--- config.mk ---
export PLATFORM = sky130hd
export DESIGN_NAME = bram_stream_reader
export DESIGN_NICKNAME = d
export VERILOG_FILES = /design/src/rtl/bram_pkg.sv /design/src/rtl/stream_fifo2.sv /design/src/rtl/bram_stream_reader.sv
export SDC_FILE = /design/constraint.sdc
export NUM_CORES = 1
export LEC_CHECK = 0
export ABC_AREA = 1
export CORE_MARGIN = 1.5
export CORE_UTILIZATION = 55
export CTS_CLUSTER_SIZE = 40
export DETAILED_ROUTE_END_ITERATION = 10
export HOLD_SLACK_MARGIN = 0.06
export PLACE_DENSITY_LB_ADDON = 0.08
export SLEW_MARGIN = 20
export SYNTH_ARGS = -nofsm -noshare
export SYNTH_HDL_FRONTEND = slang
export SYNTH_SLANG_ARGS = --single-unit
--- constraint.sdc ---
create_clock -name clk -period 2.3 [get_ports clk]
set_clock_uncertainty 0.05 [all_clocks]
set_input_delay 0.23 -clock clk [delete_from_list [all_inputs] [get_ports clk]]
set_output_delay 0.23 -clock clk [all_outputs]
set_load 0.005 [all_outputs]
--- src/rtl/bram_pkg.sv ---
// rtl/bram_pkg.sv - shared constants and reader state type for the 16x2 BRAM reader
package bram_pkg;

    localparam int BRAM_ADDR_W = 4;
    localparam int BRAM_DATA_W = 2;
    localparam int BRAM_DEPTH  = 16;

    typedef enum logic [1:0] {
        IDLE  = 2'd0,
        READ  = 2'd1,
        DRAIN = 2'd2
    } reader_state_t;

endpackage

--- src/rtl/stream_fifo2.sv ---
// rtl/stream_fifo2.sv - two-entry synchronous FIFO carrying a data word and a last flag
module stream_fifo2 #(
    parameter int DATA_W = 2
) (
    input  logic              clk,
    input  logic              rst_n,
    input  logic              push,
    input  logic [DATA_W-1:0] push_data,
    input  logic              push_last,
    input  logic              pop,
    output logic [1:0]        count,
    output logic [DATA_W-1:0] head_data,
    output logic              head_last
);

    logic [DATA_W:0] entries [2];
    logic            rd_ptr;
    logic            wr_ptr;

    // Push on a full FIFO is only legal together with a pop; the slot being
    // overwritten is the one leaving at the same edge.
    always_ff @(posedge clk or negedge rst_n) begin
        if (!rst_n) begin
            rd_ptr <= 1'b0;
            wr_ptr <= 1'b0;
            count  <= 2'd0;
            for (int i = 0; i < 2; i++) begin
                entries[i] <= '0;
            end
        end else begin
            if (push) begin
                entries[wr_ptr] <= {push_last, push_data};
                wr_ptr          <= ~wr_ptr;
            end
            if (pop) begin
                rd_ptr <= ~rd_ptr;
            end
            case ({push, pop})
                2'b10:   count <= count + 2'd1;
                2'b01:   count <= count - 2'd1;
                default: count <= count;
            endcase
        end
    end

    assign head_data = entries[rd_ptr][DATA_W-1:0];
    assign head_last = entries[rd_ptr][DATA_W];

endmodule

--- src/rtl/bram_stream_reader.sv ---
// rtl/bram_stream_reader.sv - sweeps a wrapping BRAM address range onto a valid/ready stream
module bram_stream_reader
    import bram_pkg::*;
#(
    parameter int ADDR_W    = BRAM_ADDR_W,
    parameter int DATA_W    = BRAM_DATA_W,
    parameter int BUF_DEPTH = 2
) (
    input  logic              clk,
    input  logic              rst_n,
    input  logic              start,
    input  logic [ADDR_W-1:0] base_addr,
    input  logic [ADDR_W-1:0] len_m1,
    output logic              busy,
    output logic              done,
    output logic              mem_en,
    output logic [ADDR_W-1:0] mem_addr,
    input  logic [DATA_W-1:0] mem_q,
    output logic              out_valid,
    input  logic              out_ready,
    output logic [DATA_W-1:0] out_data,
    output logic              out_last
);

    reader_state_t     state;
    logic [ADDR_W-1:0] cur_addr;
    logic [ADDR_W:0]   issue_left;
    logic [ADDR_W:0]   beat_left;
    logic              inflight;
    logic              inflight_last;

    logic [1:0]        occ;
    logic [DATA_W-1:0] head_data;
    logic              head_last;
    logic              pop;
    logic [2:0]        pending;
    logic              credit_ok;
    logic              issue;
    logic              issue_last;

    assign pop       = out_valid & out_ready;
    // Buffered words plus the read still in flight must leave a free slot,
    // counting the slot a same-cycle pop releases.
    assign pending   = {1'b0, occ} + {2'b00, inflight};
    assign credit_ok = pending < (3'(BUF_DEPTH) + {2'b00, pop});

    assign issue      = (state == READ) && (issue_left != '0) && credit_ok;
    assign issue_last = (issue_left == (ADDR_W+1)'(1));
    assign mem_en     = issue;
    assign mem_addr   = issue ? cur_addr : '0;

    always_ff @(posedge clk or negedge rst_n) begin
        if (!rst_n) begin
            state         <= IDLE;
            busy          <= 1'b0;
            done          <= 1'b0;
            cur_addr      <= '0;
            issue_left    <= '0;
            beat_left     <= '0;
            inflight      <= 1'b0;
            inflight_last <= 1'b0;
        end else begin
            inflight      <= issue;
            inflight_last <= issue & issue_last;
            done          <= 1'b0;
            if (pop && beat_left != '0) begin
                beat_left <= beat_left - (ADDR_W+1)'(1);
            end
            case (state)
                IDLE: begin
                    if (start) begin
                        cur_addr   <= base_addr;
                        issue_left <= {1'b0, len_m1} + (ADDR_W+1)'(1);
                        beat_left  <= {1'b0, len_m1} + (ADDR_W+1)'(1);
                        busy       <= 1'b1;
                        state      <= READ;
                    end
                end
                READ: begin
                    if (issue) begin
                        cur_addr   <= cur_addr + ADDR_W'(1);
                        issue_left <= issue_left - (ADDR_W+1)'(1);
                        if (issue_last) begin
                            state <= DRAIN;
                        end
                    end
                end
                DRAIN: begin
                    if (pop && beat_left == (ADDR_W+1)'(1)) begin
                        busy  <= 1'b0;
                        done  <= 1'b1;
                        state <= IDLE;
                    end
                end
                default: state <= IDLE;
            endcase
        end
    end

    stream_fifo2 #(
        .DATA_W (DATA_W)
    ) u_buf (
        .clk       (clk),
        .rst_n     (rst_n),
        .push      (inflight),
        .push_data (mem_q),
        .push_last (inflight_last),
        .pop       (pop),
        .count     (occ),
        .head_data (head_data),
        .head_last (head_last)
    );

    assign out_valid = (occ != 2'd0);
    assign out_data  = out_valid ? head_data : '0;
    assign out_last  = out_valid & head_last;

endmodule

* Word-level counts from Yosys, hierarchy flattened
Cells that the tools add are included.
** Cells by class
- Reduce and logical (&&, ||, !) cells :: 15
- Mux-type cells :: 28
- Equal/unequal tests :: 10
- Add/subtract/negate cells :: 8
- $lt $le $gt $ge :: 4
- Bitwise operators :: 7
** Operator list (count)
- 5-bit two-way mux :: 5
- 3-bit two-way mux :: 4
- 4-bit two-way mux :: 3
- 5-bit by 1-bit equality test with 1-bit output, second input constant :: 2
- 2-bit two-way mux :: 5
- 5-bit case mux with 2 select lines :: 1
- 5-bit nonzero test :: 2
- 5-bit by 1-bit subtractor with 5-bit output, second input constant :: 2
- 2-bit != test, second input constant :: 4
- 4-bit case mux with 2 select lines :: 1
- 2-bit nonzero test :: 4
- 6-bit bitwise mux :: 1
- 2-bit case mux with 3 select lines :: 1
- 3-bit AND reduction :: 2
- 4-bit by 1-bit adder with 5-bit output, second input constant :: 1
- 1-bit logical AND :: 5
- 4-bit by 1-bit adder with 4-bit output, second input constant :: 1
- 2-bit by 1-bit equality test with 1-bit output, second input constant :: 2
- 2-bit equality test, second input constant :: 2
- 2-bit >= comparator, second input constant :: 2
- 1-bit two-way mux :: 4
- 1-bit NOT with 2-bit output :: 2
- 2-bit case mux with 2 select lines :: 1
- 4-bit AND reduction :: 1
- 11 further kinds :: 14
** Word-level totals
- Register bits after elaboration :: 30
- Word-level logic and storage cells :: 85

* Logic depth before layout (Yosys ltp)
- Depth after elaboration :: 7
- Depth in mapped cells :: 11
- Gate-level depth less buffers :: 11

* Hierarchy
Synthesis repeated with hierarchy kept, for this count alone.
** Second synthesis, totals
- Cells, all modules :: 248
- Area total of the unflattened synthesis :: 1818.0 µm²
** By module, submodules not included
- bram_stream_reader :: times used 1, cells each 195, sequential area each 500.5 µm², area each 1351.3 µm²
- stream_fifo2 :: times used 1, cells each 53, sequential area each 250.2 µm², area each 466.7 µm²

* Worst setup path after synthesis
OpenSTA, ideal clock, no wires.
- Path kind :: reg-to-output
- Start point :: register u_buf.count[0]
- End point :: output port mem_addr[0]
- Arrival time :: 1.322 ns
- Stages on the path, launching flop included :: 7
- Setup slack :: 0.698 ns
- Cell sequence :: dfrtp_1 > ha_1 > ha_1 > nand2_4 > nand2_4 > buf_6 > nor2_1
** On the way
- Word-level cells in the longest chain between the ends :: 6
- Elaborated cells between the ends (all ways) :: 7
** RTL lines
- start: declaration :: line stream_fifo2.sv:11 : output logic [1:0] count,
- start signal: assignment :: line stream_fifo2.sv:39 : 2'b10: count <= count + 2'd1;
- start signal: assignment :: line stream_fifo2.sv:40 : 2'b01: count <= count - 2'd1;
- start signal: assignment :: line stream_fifo2.sv:41 : default: count <= count;
- 2-bit nonzero test :: line bram_stream_reader.sv:114 : assign out_valid = (occ != 2'd0);
- 1-bit AND :: line bram_stream_reader.sv:41 : assign pop = out_valid & out_ready;
- 2-bit by 1-bit adder with 3-bit output :: line bram_stream_reader.sv:45 : assign credit_ok = pending < (3'(BUF_DEPTH) + {2'b00, pop});
- 3-bit < comparator (*) :: line bram_stream_reader.sv:45
- 1-bit logical AND (*) :: line bram_stream_reader.sv:47 : assign issue = (state == READ) && (issue_left != '0) && credit_ok;
- 4-bit two-way mux (*) :: line bram_stream_reader.sv:50 : assign mem_addr = issue ? cur_addr : '0;
- end: declaration :: line bram_stream_reader.sv:17 : output logic [ADDR_W-1:0] mem_addr,
Mark *: on every way between the ends. The rest lies on a longest branch, timed or not.

* Worst setup path in the final report
- Start point :: register u_buf.count[0]
- End point :: output port out_data[1]
** On the way
- Word-level cells in the longest chain between the ends :: 2
** RTL lines
- 2-bit nonzero test :: line bram_stream_reader.sv:114
- 2-bit two-way mux :: line bram_stream_reader.sv:115 : assign out_data = out_valid ? head_data : '0;
- end: declaration :: line bram_stream_reader.sv:21 : output logic [DATA_W-1:0] out_data,
No other way between the ends.

==> metrics.txt <==
outcome complete, no violations; Congestion Overflow GR 0; top cells by area, synth dfrtp_1, nand2_1, ha_1, inv_1, nand3_1; Vias/cell 4.98; syn_nets roughly 260; Crit Path Category reg -> out; post-place setup slack about 0.21 ns; Tmin final 1.94 ns; Die Ht about 61 microns; Root Driver clkbuf_4; area delta synth->final 27.4%; maximum clock insertion buffer count 2; setup TNS 0 ns; DRT Pass-1 Iters 4; drt drc 0; Initial Utilization 58.6%; Critical Path Start Type flop; #FFs+latches synth 30; setup violators final 0; Die Footprint roughly 3700 sq um; Synth warnings 0; MaxCap Viol Count 0; first-pass GRT wire length 5990 microns; pwr dens between 1500 and 2000 nW/um^2; DR vias 1592; RePlAce Congestion just over 0.8; CTS Buf Count 5; combinational power share between 50% and 60%; Util after Layout about three quarters; clock latency on the worst-skew pair approximately 0.34 ns; Power Internal 0.00204 W; initial detailed-routing violation count 63; num ports 25; Mapped Cells around 240; post-detailed-route count of antenna-violating nets 0; Netlist Area Pre-Place between 1500 and 2000 sq um; CTS sink cnt 30; Hold Buf Count CTS 0; worst-path maximum fanout 5; sequential share of the synthesized area a little over 40%; worst path required time about 2.0 ns; NumNets Final roughly 300; htree depth 2; Max-slew headroom ~74%; sw frac a little over two fifths; final setup margin 0.363 ns; Tightest Pin Transition roughly 0.39 ns; Max Slew Vio Count 0; Reg power frac 27.3%; Overall Global Routing Usage between 20 and 25%; largest net degree at the start of global routing 31; CTS clk-pin slew, worst paths between 0.1 and 0.15 ns; Hold Vio Cnt, Final 0; IO Port Bufs 24; Syn Area/Cell 7.61 sq um; Fillers about 250; WL/cell around 12 microns; Synth cell types 24; TritonCTS clock tree yes; n_diodes 0; vias in the first global route 1380; layout cells sized above 1 between 15 and 20%; Die X ~61 microns; DP Wirelength about 2500 microns; leak pwr between 1 and 1.5 nW; Rows 20; Worst VDD drop 0.919 mV; Synth area leader dfrtp_1; Core ar. 3100 sq um; unrepaired setup endpoints after global routing no; Worst Setup End Kind output pin; routed wire length about 3700 microns; Psw ~0.0015 W; fmax 516 MHz; initial antenna violation count 0; Yosys top cell area share between 40 and 50%; Final Cycle Share 84.2%; Clk pwr share between 15 and 20%; worst path arrival time around 1.7 ns; type of the most critical hold path in -> async
==> cells in the final DEF (no fill, tap or decap) <==
cell type,count
dfrtp_1,29
o21ai_0,14
nor2_1,12
nand2_2,2
bufinv_16,2
inv_4,1
clkbuf_4,5
nor2_2,1
nor3_1,1
nand4_1,1
nand2_4,4
dlymetal6s2s_1,5
nand3_1,22
clkdlybuf4s50_1,19
o21a_1,1
ha_4,1
clkbuf_8,1
buf_4,10
or2_2,4
dfrtp_2,1
o211ai_1,1
nand2_8,1
inv_1,28
a21oi_1,6
nor2_4,2
nor2_8,1
ha_1,7
inv_2,4
ha_2,2
xor2_1,5
nand2_1,80
xnor2_1,3
==> sequential cells by signal (all words and copies together) (netlist names) <==
register / cells
issue_left: 5
u_buf.entries: 6
u_buf.rd_ptr: 1
inflight: 1
u_buf.wr_ptr: 1
done: 1
cur_addr: 4
state: 2
inflight_last: 1
u_buf.count: 2
busy: 1
beat_left: 5
==> what timing repair did <==
| item | 4_1_cts | 5_1_grt |
|---|---|---|
| gates resized for setup | 5 | 9 |
| setup buffers | 6 | 2 |
| pin swaps | 2 | 1 |
| setup endpoints to repair | 5 | 5 |
==> critical path, cell delays in order (launching register included) <==
cell and delay (ns):
dfrtp_2 0.42, buf_4 0.16, nor2_4 0.23, a21oi_1 0.06, clkdlybuf4s50_1 0.45
==> final timing paths <==
| path | startpoint | endpoint | slack, ns | cells after the start |
|---|---|---|---|---|
| max in group asynchronous | rst_n | u_buf.count[0] | 1.68 | 2 |
| setup reg to reg | u_buf.count[0] | u_buf.count[1] | 0.51 | 7 |
| min in group clk | mem_q[0] | u_buf.entries[3] | 0.41 | 3 |
| setup / recovery | u_buf.count[0] | out_data[1] | 0.36 | 4 |
| hold reg to reg | u_buf.entries[3] | u_buf.entries[3] | 0.45 | 2 |
| hold / removal | rst_n | state[1] | 0.22 | 2 |
==> logic make-up (layout without fill, tap and decap cells) <==
kind of cell             after synthesis  after routing  synth area share [%]
AO/OA/AOI/OAI                         22             22                  6.33
XOR/XNOR                               8              8                  3.85
adder cells (fa/ha/maj)               10             10                  6.88
buffers and inverters                 38             75                  8.46
flip-flops                            30             30                  41.3
AND/OR/NAND/NOR                      131            131                  33.2
==> cells in the mapped netlist <==
master and instances:
clkbuf_1 1, or2_2 4, nand3_1 22, inv_2 3, buf_2 3, o21a_1 1, xnor2_1 3, nor3_1 1
nand2_2 3, xor2_1 5, dfrtp_1 30, nor2_2 1, o211ai_1 1, nor2_8 1, a21oi_1 6, nand2_4 4
o21ai_0 14, nor2_4 2, buf_6 1, nand2_1 80, inv_1 30, nand4_1 1, ha_1 10, nor2_1 12
==> metal layers <==
metal / GRT usage [%] / share of wire, % / vias up
met5: 0 / 0 / -
met4: 10.6 / 2.8 / 0
met3: 5.97 / 4.0 / 10
met2: 35.2 / 48 / 40
met1: 28.7 / 45 / 721
li1: - / - / 821
==> stage by stage <==
step	hold WS [ns]	power, W	cell area [sq um]	cells
after floorplan	-0.116	0.00230	1820	239
after global placement	0.417	0.00272	2100	304
after detailed placement	0.427	0.00277	2100	304
after CTS	0.230	0.00353	2280	318
after global routing	0.271	0.00392	2320	320
final	0.220	0.00358	2320	320
==> power by group through the flow <==
stage	Sequential, W	Combinational (W)	Clock [W]
after floorplan	0.000937	0.00136	0
after global placement	0.000980	0.00174	0
after detailed placement	0.000985	0.00178	0
after CTS	0.000964	0.00200	0.000568
after global routing	0.00100	0.00233	0.000589
final	0.000976	0.00204	0.000562
==> cell type report <==
class | count | area [sq um] | area share, %
multi-input cells | 171 | 946 | 40.8
inverters | 33 | 126 | 5.45
clock inverters | 2 | 60.1 | 2.59
well taps | 44 | 55.1 | 2.37
clock buffers | 6 | 51.3 | 2.21
repair buffers | 34 | 328 | 14.1
flip-flops and latches | 30 | 752 | 32.4
(Power assumes the default switching activity.)
